--- src/rtl/ntt_axil_pkg.sv ---
// Shared constants for the NTT AXI4-Lite register block.
// Register offsets, field bit indices, response codes, write-FSM states.
package ntt_axil_pkg;

    localparam logic [3:0] OFF_CTRL   = 4'h0;
    localparam logic [3:0] OFF_STATUS = 4'h4;
    localparam logic [3:0] OFF_IRQ_EN = 4'h8;

    localparam int CTRL_START = 0;
    localparam int CTRL_MODE  = 1;
    localparam int ST_BUSY    = 0;
    localparam int ST_DONE    = 1;
    localparam int ST_ERR     = 2;

    localparam logic [1:0] RESP_OKAY = 2'b00;

    typedef enum logic {
        W_IDLE,
        W_RESP
    } wstate_e;

    // Word index of a byte offset; decode only looks at addr[3:2].
    function automatic logic [1:0] word_sel(input logic [3:0] off);
        return off[3:2];
    endfunction

endpackage

--- src/rtl/ntt_axil_regs.sv ---
// AXI4-Lite control/status register file for the NTT core.
// Ports: AXI4-Lite slave (AW/W/B/AR/R), ntt_start/ntt_mode to core, ntt_busy/ntt_done from core, irq.
module ntt_axil_regs
    import ntt_axil_pkg::*;
#(
    parameter int C_S_AXI_ADDR_WIDTH = 4,
    parameter int C_S_AXI_DATA_WIDTH = 32
) (
    input  logic                            ACLK,
    input  logic                            ARESETn,
    input  logic [C_S_AXI_ADDR_WIDTH-1:0]   AWADDR,
    input  logic                            AWVALID,
    output logic                            AWREADY,
    input  logic [C_S_AXI_DATA_WIDTH-1:0]   WDATA,
    input  logic [3:0]                      WSTRB,
    input  logic                            WVALID,
    output logic                            WREADY,
    output logic [1:0]                      BRESP,
    output logic                            BVALID,
    input  logic                            BREADY,
    input  logic [C_S_AXI_ADDR_WIDTH-1:0]   ARADDR,
    input  logic                            ARVALID,
    output logic                            ARREADY,
    output logic [C_S_AXI_DATA_WIDTH-1:0]   RDATA,
    output logic [1:0]                      RRESP,
    output logic                            RVALID,
    input  logic                            RREADY,
    output logic                            ntt_start,
    output logic                            ntt_mode,
    input  logic                            ntt_busy,
    input  logic                            ntt_done,
    output logic                            irq
);

    wstate_e state_q, state_d;

    logic awready_q, awready_d;
    logic wready_q, wready_d;
    logic bvalid_q, bvalid_d;
    logic arready_q, arready_d;
    logic rvalid_q, rvalid_d;
    logic [C_S_AXI_DATA_WIDTH-1:0] rdata_q, rdata_d;

    logic aw_done_q, aw_done_d;
    logic w_done_q, w_done_d;
    logic [C_S_AXI_ADDR_WIDTH-1:0] awaddr_q, awaddr_d;
    logic [7:0] wdata_q, wdata_d;
    logic wstrb0_q, wstrb0_d;

    logic ctrl_start_q, ctrl_start_d;
    logic ctrl_mode_q, ctrl_mode_d;
    logic done_q, done_d;
    logic err_q, err_d;
    logic irq_en_q, irq_en_d;
    logic start_q, start_d;
    logic irq_q, irq_d;

    logic aw_hs, w_hs, ar_hs, commit;
    logic [C_S_AXI_ADDR_WIDTH-1:0] wr_addr;
    logic [7:0] wr_byte;
    logic wr_en0;
    logic [1:0] wsel, rsel;
    logic we_ctrl, we_status, we_irq;
    logic start_edge;
    logic [C_S_AXI_DATA_WIDTH-1:0] rd_word;
    logic unused_bits;

    assign aw_hs = AWVALID & awready_q;
    assign w_hs  = WVALID & wready_q;
    assign ar_hs = ARVALID & arready_q;

    // Address/data taken from the live bus when the handshake lands in the commit cycle.
    assign wr_addr = aw_hs ? AWADDR : awaddr_q;
    assign wr_byte = w_hs ? WDATA[7:0] : wdata_q;
    assign wr_en0  = w_hs ? WSTRB[0] : wstrb0_q;

    assign commit = (state_q == W_IDLE)
                  & (aw_done_q | aw_hs)
                  & (w_done_q | w_hs);

    assign wsel = wr_addr[3:2];
    assign rsel = ARADDR[3:2];

    assign we_ctrl   = commit & wr_en0 & (wsel == word_sel(OFF_CTRL));
    assign we_status = commit & wr_en0 & (wsel == word_sel(OFF_STATUS));
    assign we_irq    = commit & wr_en0 & (wsel == word_sel(OFF_IRQ_EN));

    assign start_edge = we_ctrl & wr_byte[CTRL_START] & ~ctrl_start_q;

    always_comb begin
        rd_word = '0;
        case (rsel)
            word_sel(OFF_CTRL): begin
                rd_word[CTRL_START] = ctrl_start_q;
                rd_word[CTRL_MODE]  = ctrl_mode_q;
            end
            word_sel(OFF_STATUS): begin
                rd_word[ST_BUSY] = ntt_busy;
                rd_word[ST_DONE] = done_q;
                rd_word[ST_ERR]  = err_q;
            end
            word_sel(OFF_IRQ_EN): begin
                rd_word[0] = irq_en_q;
            end
            default: rd_word = '0;
        endcase
    end

    always_comb begin
        state_d      = state_q;
        awready_d    = awready_q;
        wready_d     = wready_q;
        bvalid_d     = bvalid_q;
        aw_done_d    = aw_done_q;
        w_done_d     = w_done_q;
        awaddr_d     = awaddr_q;
        wdata_d      = wdata_q;
        wstrb0_d     = wstrb0_q;
        ctrl_start_d = ctrl_start_q;
        ctrl_mode_d  = ctrl_mode_q;
        done_d       = done_q;
        err_d        = err_q;
        irq_en_d     = irq_en_q;
        start_d      = 1'b0;
        irq_d        = done_q & irq_en_q;
        rvalid_d     = rvalid_q;
        rdata_d      = rdata_q;

        unique case (state_q)
            W_IDLE: begin
                if (aw_hs) begin
                    aw_done_d = 1'b1;
                    awaddr_d  = AWADDR;
                end
                if (w_hs) begin
                    w_done_d = 1'b1;
                    wdata_d  = WDATA[7:0];
                    wstrb0_d = WSTRB[0];
                end
                awready_d = ~(aw_done_q | aw_hs);
                wready_d  = ~(w_done_q | w_hs);
                if (commit) begin
                    state_d   = W_RESP;
                    bvalid_d  = 1'b1;
                    aw_done_d = 1'b0;
                    w_done_d  = 1'b0;
                end
            end
            W_RESP: begin
                awready_d = 1'b0;
                wready_d  = 1'b0;
                if (BREADY) begin
                    state_d   = W_IDLE;
                    bvalid_d  = 1'b0;
                    awready_d = 1'b1;
                    wready_d  = 1'b1;
                end
            end
        endcase

        if (we_ctrl) begin
            ctrl_start_d = wr_byte[CTRL_START];
            ctrl_mode_d  = wr_byte[CTRL_MODE];
        end
        if (start_edge & ~ntt_busy) begin
            start_d = 1'b1;
            done_d  = 1'b0;
        end
        if (start_edge & ntt_busy) begin
            err_d = 1'b1;
        end
        if (we_status) begin
            if (wr_byte[ST_DONE]) done_d = 1'b0;
            if (wr_byte[ST_ERR])  err_d  = 1'b0;
        end
        // Core completion outranks a coinciding W1C or start clear.
        if (ntt_done) begin
            done_d = 1'b1;
        end
        if (we_irq) begin
            irq_en_d = wr_byte[0];
        end

        // Read data sampled before this cycle's commit lands.
        if (ar_hs) begin
            rvalid_d = 1'b1;
            rdata_d  = rd_word;
        end else if (rvalid_q & RREADY) begin
            rvalid_d = 1'b0;
        end
        arready_d = ~rvalid_d;
    end

    always_ff @(posedge ACLK or negedge ARESETn) begin
        if (!ARESETn) begin
            state_q      <= W_IDLE;
            awready_q    <= 1'b0;
            wready_q     <= 1'b0;
            bvalid_q     <= 1'b0;
            arready_q    <= 1'b0;
            rvalid_q     <= 1'b0;
            rdata_q      <= '0;
            aw_done_q    <= 1'b0;
            w_done_q     <= 1'b0;
            awaddr_q     <= '0;
            wdata_q      <= '0;
            wstrb0_q     <= 1'b0;
            ctrl_start_q <= 1'b0;
            ctrl_mode_q  <= 1'b0;
            done_q       <= 1'b0;
            err_q        <= 1'b0;
            irq_en_q     <= 1'b0;
            start_q      <= 1'b0;
            irq_q        <= 1'b0;
        end else begin
            state_q      <= state_d;
            awready_q    <= awready_d;
            wready_q     <= wready_d;
            bvalid_q     <= bvalid_d;
            arready_q    <= arready_d;
            rvalid_q     <= rvalid_d;
            rdata_q      <= rdata_d;
            aw_done_q    <= aw_done_d;
            w_done_q     <= w_done_d;
            awaddr_q     <= awaddr_d;
            wdata_q      <= wdata_d;
            wstrb0_q     <= wstrb0_d;
            ctrl_start_q <= ctrl_start_d;
            ctrl_mode_q  <= ctrl_mode_d;
            done_q       <= done_d;
            err_q        <= err_d;
            irq_en_q     <= irq_en_d;
            start_q      <= start_d;
            irq_q        <= irq_d;
        end
    end

    assign AWREADY   = awready_q;
    assign WREADY    = wready_q;
    assign BVALID    = bvalid_q;
    assign BRESP     = RESP_OKAY;
    assign ARREADY   = arready_q;
    assign RVALID    = rvalid_q;
    assign RDATA     = rdata_q;
    assign RRESP     = RESP_OKAY;
    assign ntt_start = start_q;
    assign ntt_mode  = ctrl_mode_q;
    assign irq       = irq_q;

    // Only byte 0 and addr[3:2] carry meaning.
    assign unused_bits = ^{WDATA[C_S_AXI_DATA_WIDTH-1:8], WSTRB[3:1],
                           wr_addr[1:0], ARADDR[1:0]};

endmodule

--- config.mk ---
export PLATFORM = sky130hd
export DESIGN_NAME = ntt_axil_regs
export DESIGN_NICKNAME = d
export VERILOG_FILES = /design/src/rtl/ntt_axil_pkg.sv /design/src/rtl/ntt_axil_regs.sv
export SDC_FILE = /design/constraint.sdc
export NUM_CORES = 1
export LEC_CHECK = 0
export ABC_AREA = 1
export CAP_MARGIN = 20
export CORE_ASPECT_RATIO = 0.75
export CORE_UTILIZATION = 37
export DETAILED_ROUTE_END_ITERATION = 10
export PLACE_DENSITY = 0.91
export SETUP_SLACK_MARGIN = 0.2
export SYNTH_ARGS = -nofsm -noshare
export SYNTH_HDL_FRONTEND = slang
export SYNTH_SLANG_ARGS = --single-unit
export TNS_END_PERCENT = 50
--- constraint.sdc ---
create_clock -name ACLK -period 4.34 [get_ports ACLK]
set_clock_uncertainty 0.2 [all_clocks]
set_input_delay 0.434 -clock ACLK [delete_from_list [all_inputs] [get_ports ACLK]]
set_output_delay 0.434 -clock ACLK [all_outputs]
set_load 0.01 [all_outputs]
==> run_results.csv, run 1 <==
group,metric,value,unit
yosys,yosysTopAreaCellShare,43.76,%
yosys,ys_seq_area_share,43.76,%
clocking,post-cts-setup-buffers,0,
yosys,synth_most_common_cell,"nand2_1",
yosys,yosysTopAreaCell,"dfrtp_1",
clocking,ctsHoldBuffers,0,
clocking,cts.clk_slew.worst_paths,0.08,ns
timing,hold_viol,0,
route,routed_wl,2265,µm
clocking,cts_tree,"yes",
clocking,cts-htree-levels,1,
route,antenna_left,0,
setup_path,worst_setup_path_start_kind,"flop",
yosys,synthTopCellsByArea,"dfrtp_1, buf_4, nand2_1",
global_routing,grt_pass1_wl,3622,µm
floorplanning,fp.dieW,72.33,µm
timing,max_freq,532.9,MHz
power_and_ir_drop,seqPwrFrac,42.2,%
timing,fin_crit,1.877,ns
floorplanning,coreArea,3423,µm²
floorplanning,die_area,3960,µm²
yosys,yosysUniqueCellTypes,20,
route,drtIter0Drc,13,
yosys,synth_top_cells_by_count,"nand2_1, buf_4, dfrtp_1",
placement,portBuffers,27,
min_path,hold_path_class,"reg2reg",
setup_path,crit_chain,"clkdlybuf4s50_1",
cells_and_area,nets,254,
floorplanning,dieHeight,54.75,µm
setup_path,critPathMaxFanout,3,
setup_path,end_kind,"output port",
power_and_ir_drop,switchingPower,319.1,µW
power_and_ir_drop,p_leak,0.0008761,µW
floorplanning,start_util,40.10,%
route,via_count,998,
power_and_ir_drop,comb_power_share,40.3,%
clocking,cts_root_buf,"clkbuf_8",
clocking,clk-insertion-delay-late,0.26,ns
route,first_pass_iters,4,
yosys,syn_area_per_cell,8.122,µm²
timing,holdWs,0.2688,ns
setup_path,cp_num_buf_inv,1,
run_status,status,"finished clean",
power_and_ir_drop,clkPwrFrac,17.4,%
timing,tightestPinTransition,0.5727,ns
global_routing,grt_max_degree,25,
setup_path,slowest_stage,"clkdlybuf4s50_1",
route,routedWlPerCell,9.060,µm
placement,dp_hpwl,1793,µm
clocking,cts_made_buffers,3,
yosys,synth_ff_type,"dfrtp_1",
power_and_ir_drop,vdd_drop_max,306.6,µV
yosys,ys_ff_latch,24,
setup_path,crit_required,3.71,ns
yosys,synth_cells,169,
setup_path,cp.arrival,1.24,ns
cells_and_area,final_util,48.14,%
route,viasPerCell,3.992,
clocking,clock_sinks,24,
power_and_ir_drop,p_per_area,517.3,nW/µm²
yosys,synth_edf_count,0,
floorplanning,ios,97,
timing,finalMaxSlewViolations,0,
timing,slew_headroom,61.70,%
global_routing,grt_pass1_vias,873,
yosys,synthArstFlopShare,100.0,%
setup_path,critPathTopFamily,"buffers and inverters",
timing,finalSetupViolCount,0,
yosys,syn_area,1373,µm²
floorplanning,num_rows,18,
yosys,synth_warnings,0,
cells_and_area,drive_gt1_share,9.000,%
timing,rsz0062_at_grt,"false",
global_routing,grt-ovfl-total,0,
power_and_ir_drop,sw_frac_of_total,37.43,%
placement,gp_congestion,0.7596,
clocking,clockBufferDepth,2,
setup_path,path_class,"reg2out",
cells_and_area,area_delta_synth_final,20.05,%
setup_path,slowest_delay,0.57,ns
global_routing,track_usage,11.97,%
timing,fin_setup_tns,0,ns
cells_and_area,fillers,339,
clocking,cts-resized-gates,0,
timing,timing.final.crit_share,43.24,%
route,drc,0,
cells_and_area,num_antenna_cells,0,
global_routing,antenna_found_initial,0,
power_and_ir_drop,internal_power,533.4,µW
flow_run,drv_cap,0,
==> layer usage <==
metal	GRT usage (%)	up-vias	routed length, µm
met2	19.78	32	1064
met5	0	-	0
li1	-	517	-
met4	1.961	0	0
met1	15.48	449	1054
met3	4.236	0	146
==> power groups by stage <==
stage | clock network (µW) | logic (µW) | registers [µW]
3_3_place_gp | 0 | 334 | 359
3_5_place_dp | 0 | 343 | 364
6_report | 149 | 344 | 360
5_1_grt | 163 | 391 | 370
2_1_floorplan | 0 | 231 | 369
4_1_cts | 153 | 345 | 360
==> kinds of logic after synthesis <==
group / synth area share [%]
flip-flops: 43.76
AO/OA/AOI/OAI: 8.021
AND/OR/NAND/NOR: 23.06
other: 0.2732
buffers and inverters: 24.89
==> placed cells by master (no fill, tap or decap), drive strengths merged <==
cell / Yosys / final
nand2: 44 / 44
conb: 1 / 33
clkdlybuf4s50: 0 / 27
dfrtp: 24 / 24
inv: 24 / 24
o21ai: 16 / 16
nand3: 11 / 11
nor2: 9 / 9
clkbuf: 0 / 4
a21oi: 3 / 3
nand4: 2 / 2
clkinv: 1 / 1
o21bai: 1 / 1
buf: 33 / 1
==> cell type report <==
| class | count | area (µm²) | area share, % |
|---|---|---|---|
| sequential | 24 | 600.6 | 36.45 |
| tap | 50 | 62.56 | 3.797 |
| timing repair buffer | 28 | 285.3 | 17.31 |
| multi-input combinational | 119 | 550.5 | 33.41 |
| clock buffer | 4 | 55.05 | 3.341 |
| inverter | 25 | 93.84 | 5.695 |
==> path summary, 6_finish.rpt <==
path | startpoint | to | slack [ns] | cells past startpoint
setup / recovery | WREADY$_DFF_PN0_ | WREADY | 2.46 | 1
hold / removal | RVALID$_DFF_PN0_ | ARREADY$_DFF_PN0_ | 0.27 | 1
setup reg to reg | state_q$_DFF_PN0_ | done_q$_DFF_PN0_ | 2.78 | 8
hold reg to reg | RVALID$_DFF_PN0_ | ARREADY$_DFF_PN0_ | 0.27 | 1
max in group asynchronous | ARESETn | wdata_q[1]$_DFFE_PN0N_ | 3.12 | 2
min in group asynchronous | ARESETn | irq$_DFF_PN0_ | 0.33 | 1
==> through the flow <==
step	worst slack, ns	instances	instance area [µm²]	total power, µW
global placement	2.311	245	1578	692.4
floorplan	2.903	201	1493	599.7
CTS	2.450	249	1633	858.7
global route	2.409	250	1648	924.2
detailed placement	2.283	245	1578	707.0
finish	2.464	250	1648	852.5
Power figures use the tool's default switching activity.
==> inputs of run 2 (changes only) <==
- CORE_UTILIZATION: 37 -> 35
- PLACE_DENSITY: 0.91 -> 0.87
- clock period: 4.34 -> 1.9 ns (I/O delays scaled with it)
==> run 2 against run 1 <==
Global-route usage down 0.28 points; largest power group unchanged; flip-flop and latch count is the same; non-clock buffer count unchanged; sequential power rose by 130%; sequential share of layout area is 0.11 points higher; via count fell by 0.40%.
==> run_results.csv, run 2 (synthesized netlist as in run 1, its figures left out) <==
group,metric,value,unit
global_routing,grt_max_degree,25,
cells_and_area,drive_gt1_share,9.000,%
floorplanning,start_util,37.01,%
cells_and_area,layout_commonest_cell,"nand2_1",
floorplanning,dieHeight,56.24,µm
power_and_ir_drop,switchingPower,735.3,µW
run_status,status,"finished clean",
global_routing,track_usage,11.69,%
power_and_ir_drop,seqPwrFrac,42.0,%
setup_path,cp.arrival,1.24,ns
timing,finalMaxSlewViolations,0,
clocking,cts.clk_slew.worst_paths,0.08,ns
setup_path,worst_setup_path_start_kind,"flop",
timing,holdWs,0.08185,ns
route,drtIter0Drc,24,
clocking,cts_made_buffers,3,
cells_and_area,num_antenna_cells,0,
global_routing,grt_pass1_wl,3698,µm
cells_and_area,fillers,380,
clocking,cts-htree-levels,1,
power_and_ir_drop,clkPwrFrac,17.5,%
power_and_ir_drop,sw_frac_of_total,37.66,%
floorplanning,ios,97,
route,routedWlPerCell,9.250,µm
floorplanning,fp.dieW,74.31,µm
setup_path,crit_required,1.51,ns
placement,dp_hpwl,1836,µm
power_and_ir_drop,vdd_drop_max,838.8,µV
timing,rsz0062_at_grt,"false",
power_and_ir_drop,power,1953,µW
floorplanning,die_area,4179,µm²
setup_path,critPathTopFamily,"buffers and inverters",
route,via_count,994,
timing,fin_crit,1.635,ns
global_routing,grt_pass1_vias,897,
cells_and_area,nets,254,
power_and_ir_drop,p_leak,0.0008735,µW
clocking,clockBufferDepth,2,
power_and_ir_drop,internal_power,1217,µW
flow_run,drv_cap,0,
timing,finalSetupViolCount,0,
floorplanning,coreArea,3709,µm²
power_and_ir_drop,comb_power_share,40.4,%
route,viasPerCell,3.944,
route,drc,0,
global_routing,grt-ovfl-total,0,
clocking,clock_sinks,24,
cells_and_area,area_delta_synth_final,19.69,%
timing,hold_viol,0,
setup_path,slowest_stage,"clkdlybuf4s50_1",
placement,gp_congestion,0.7819,
clocking,ctsHoldBuffers,0,
setup_path,path_class,"reg2out",
global_routing,antenna_found_initial,0,
cells_and_area,final_util,44.30,%
clocking,cts_root_buf,"clkbuf_8",
placement,portBuffers,27,
placement,postPlaceCellArea,1588,µm²
power_and_ir_drop,p_per_area,1189,nW/µm²
setup_path,cp_num_buf_inv,1,
route,routed_wl,2331,µm
clocking,cts_tree,"yes",
timing,max_freq,611.6,MHz
clocking,clk-insertion-delay-late,0.26,ns
timing,timing.final.crit_share,86.05,%
cells_and_area,layout_common_cells,"nand2_1, conb_1, clkdlybuf4s50_1",
setup_path,end_kind,"output port",
setup_path,slowest_delay,0.56,ns
clocking,cts-resized-gates,0,
clocking,post-cts-setup-buffers,0,
cells_and_area,final_area,1643,µm²
route,first_pass_iters,4,
setup_path,crit_chain,"clkdlybuf4s50_1",
floorplanning,num_rows,19,
timing,fin_setup_tns,0,ns
min_path,hold_path_class,"in2async",
route,antenna_left,0,
setup_path,critPathMaxFanout,3,
-- run 2: cell counts in the layout (fill, tap and decap cells not counted) --
No cell type changed its count.
-- run 2: worst paths after layout --
| check | start | end | cells after the start | slack [ns] |
|---|---|---|---|---|
| worst min-delay path | ARESETn | RDATA[0]$_DFFE_PN0P_ | 2 | 0.08 |
| min in group ACLK | ntt_done | done_q$_DFF_PN0_ | 3 | 0.26 |
| worst max register to register | state_q$_DFF_PN0_ | done_q$_DFF_PN0_ | 8 | 0.36 |
| worst min register to register | RVALID$_DFF_PN0_ | ARREADY$_DFF_PN0_ | 1 | 0.26 |
| worst max-delay path | WREADY$_DFF_PN0_ | WREADY | 1 | 0.27 |
| max in group asynchronous | ARESETn | wdata_q[1]$_DFFE_PN0N_ | 2 | 1.18 |
-- run 2: final cells by class --
class / count / area, µm² / share of cell area [%]
clock buffers: 4 / 55.05 / 3.351
flip-flops and latches: 24 / 600.6 / 36.56
well taps: 52 / 65.06 / 3.960
inverters: 25 / 93.84 / 5.712
repair buffers: 28 / 277.8 / 16.91
multi-input cells: 119 / 550.5 / 33.51
-- run 2: per-stage QoR --
stage	setup WS, ns	cells
floorplan	0.4632	201
global placement	0.1122	248
detailed placement	0.07557	248
CTS	0.2569	252
global route	0.2220	252
finish	0.2651	252
-- run 2: per-layer routing --
metal  vias up  wire (µm)  global-route usage, %
met1       445       1109                  14.48
met2        31       1104                  19.74
li1        518          -                      -
met5         -          0                      0
met3         0        117                  4.348
met4         0          0                  1.617
-- run 2: power groups by stage --
| stage | Sequential [µW] | Combinational [µW] | Clock (µW) |
|---|---|---|---|
| floorplan | 843 | 527 | 0 |
| global placement | 820 | 764 | 0 |
| detailed placement | 830 | 795 | 0 |
| CTS | 822 | 799 | 354 |
| global route | 848 | 891 | 376 |
| finish | 821 | 790 | 342 |
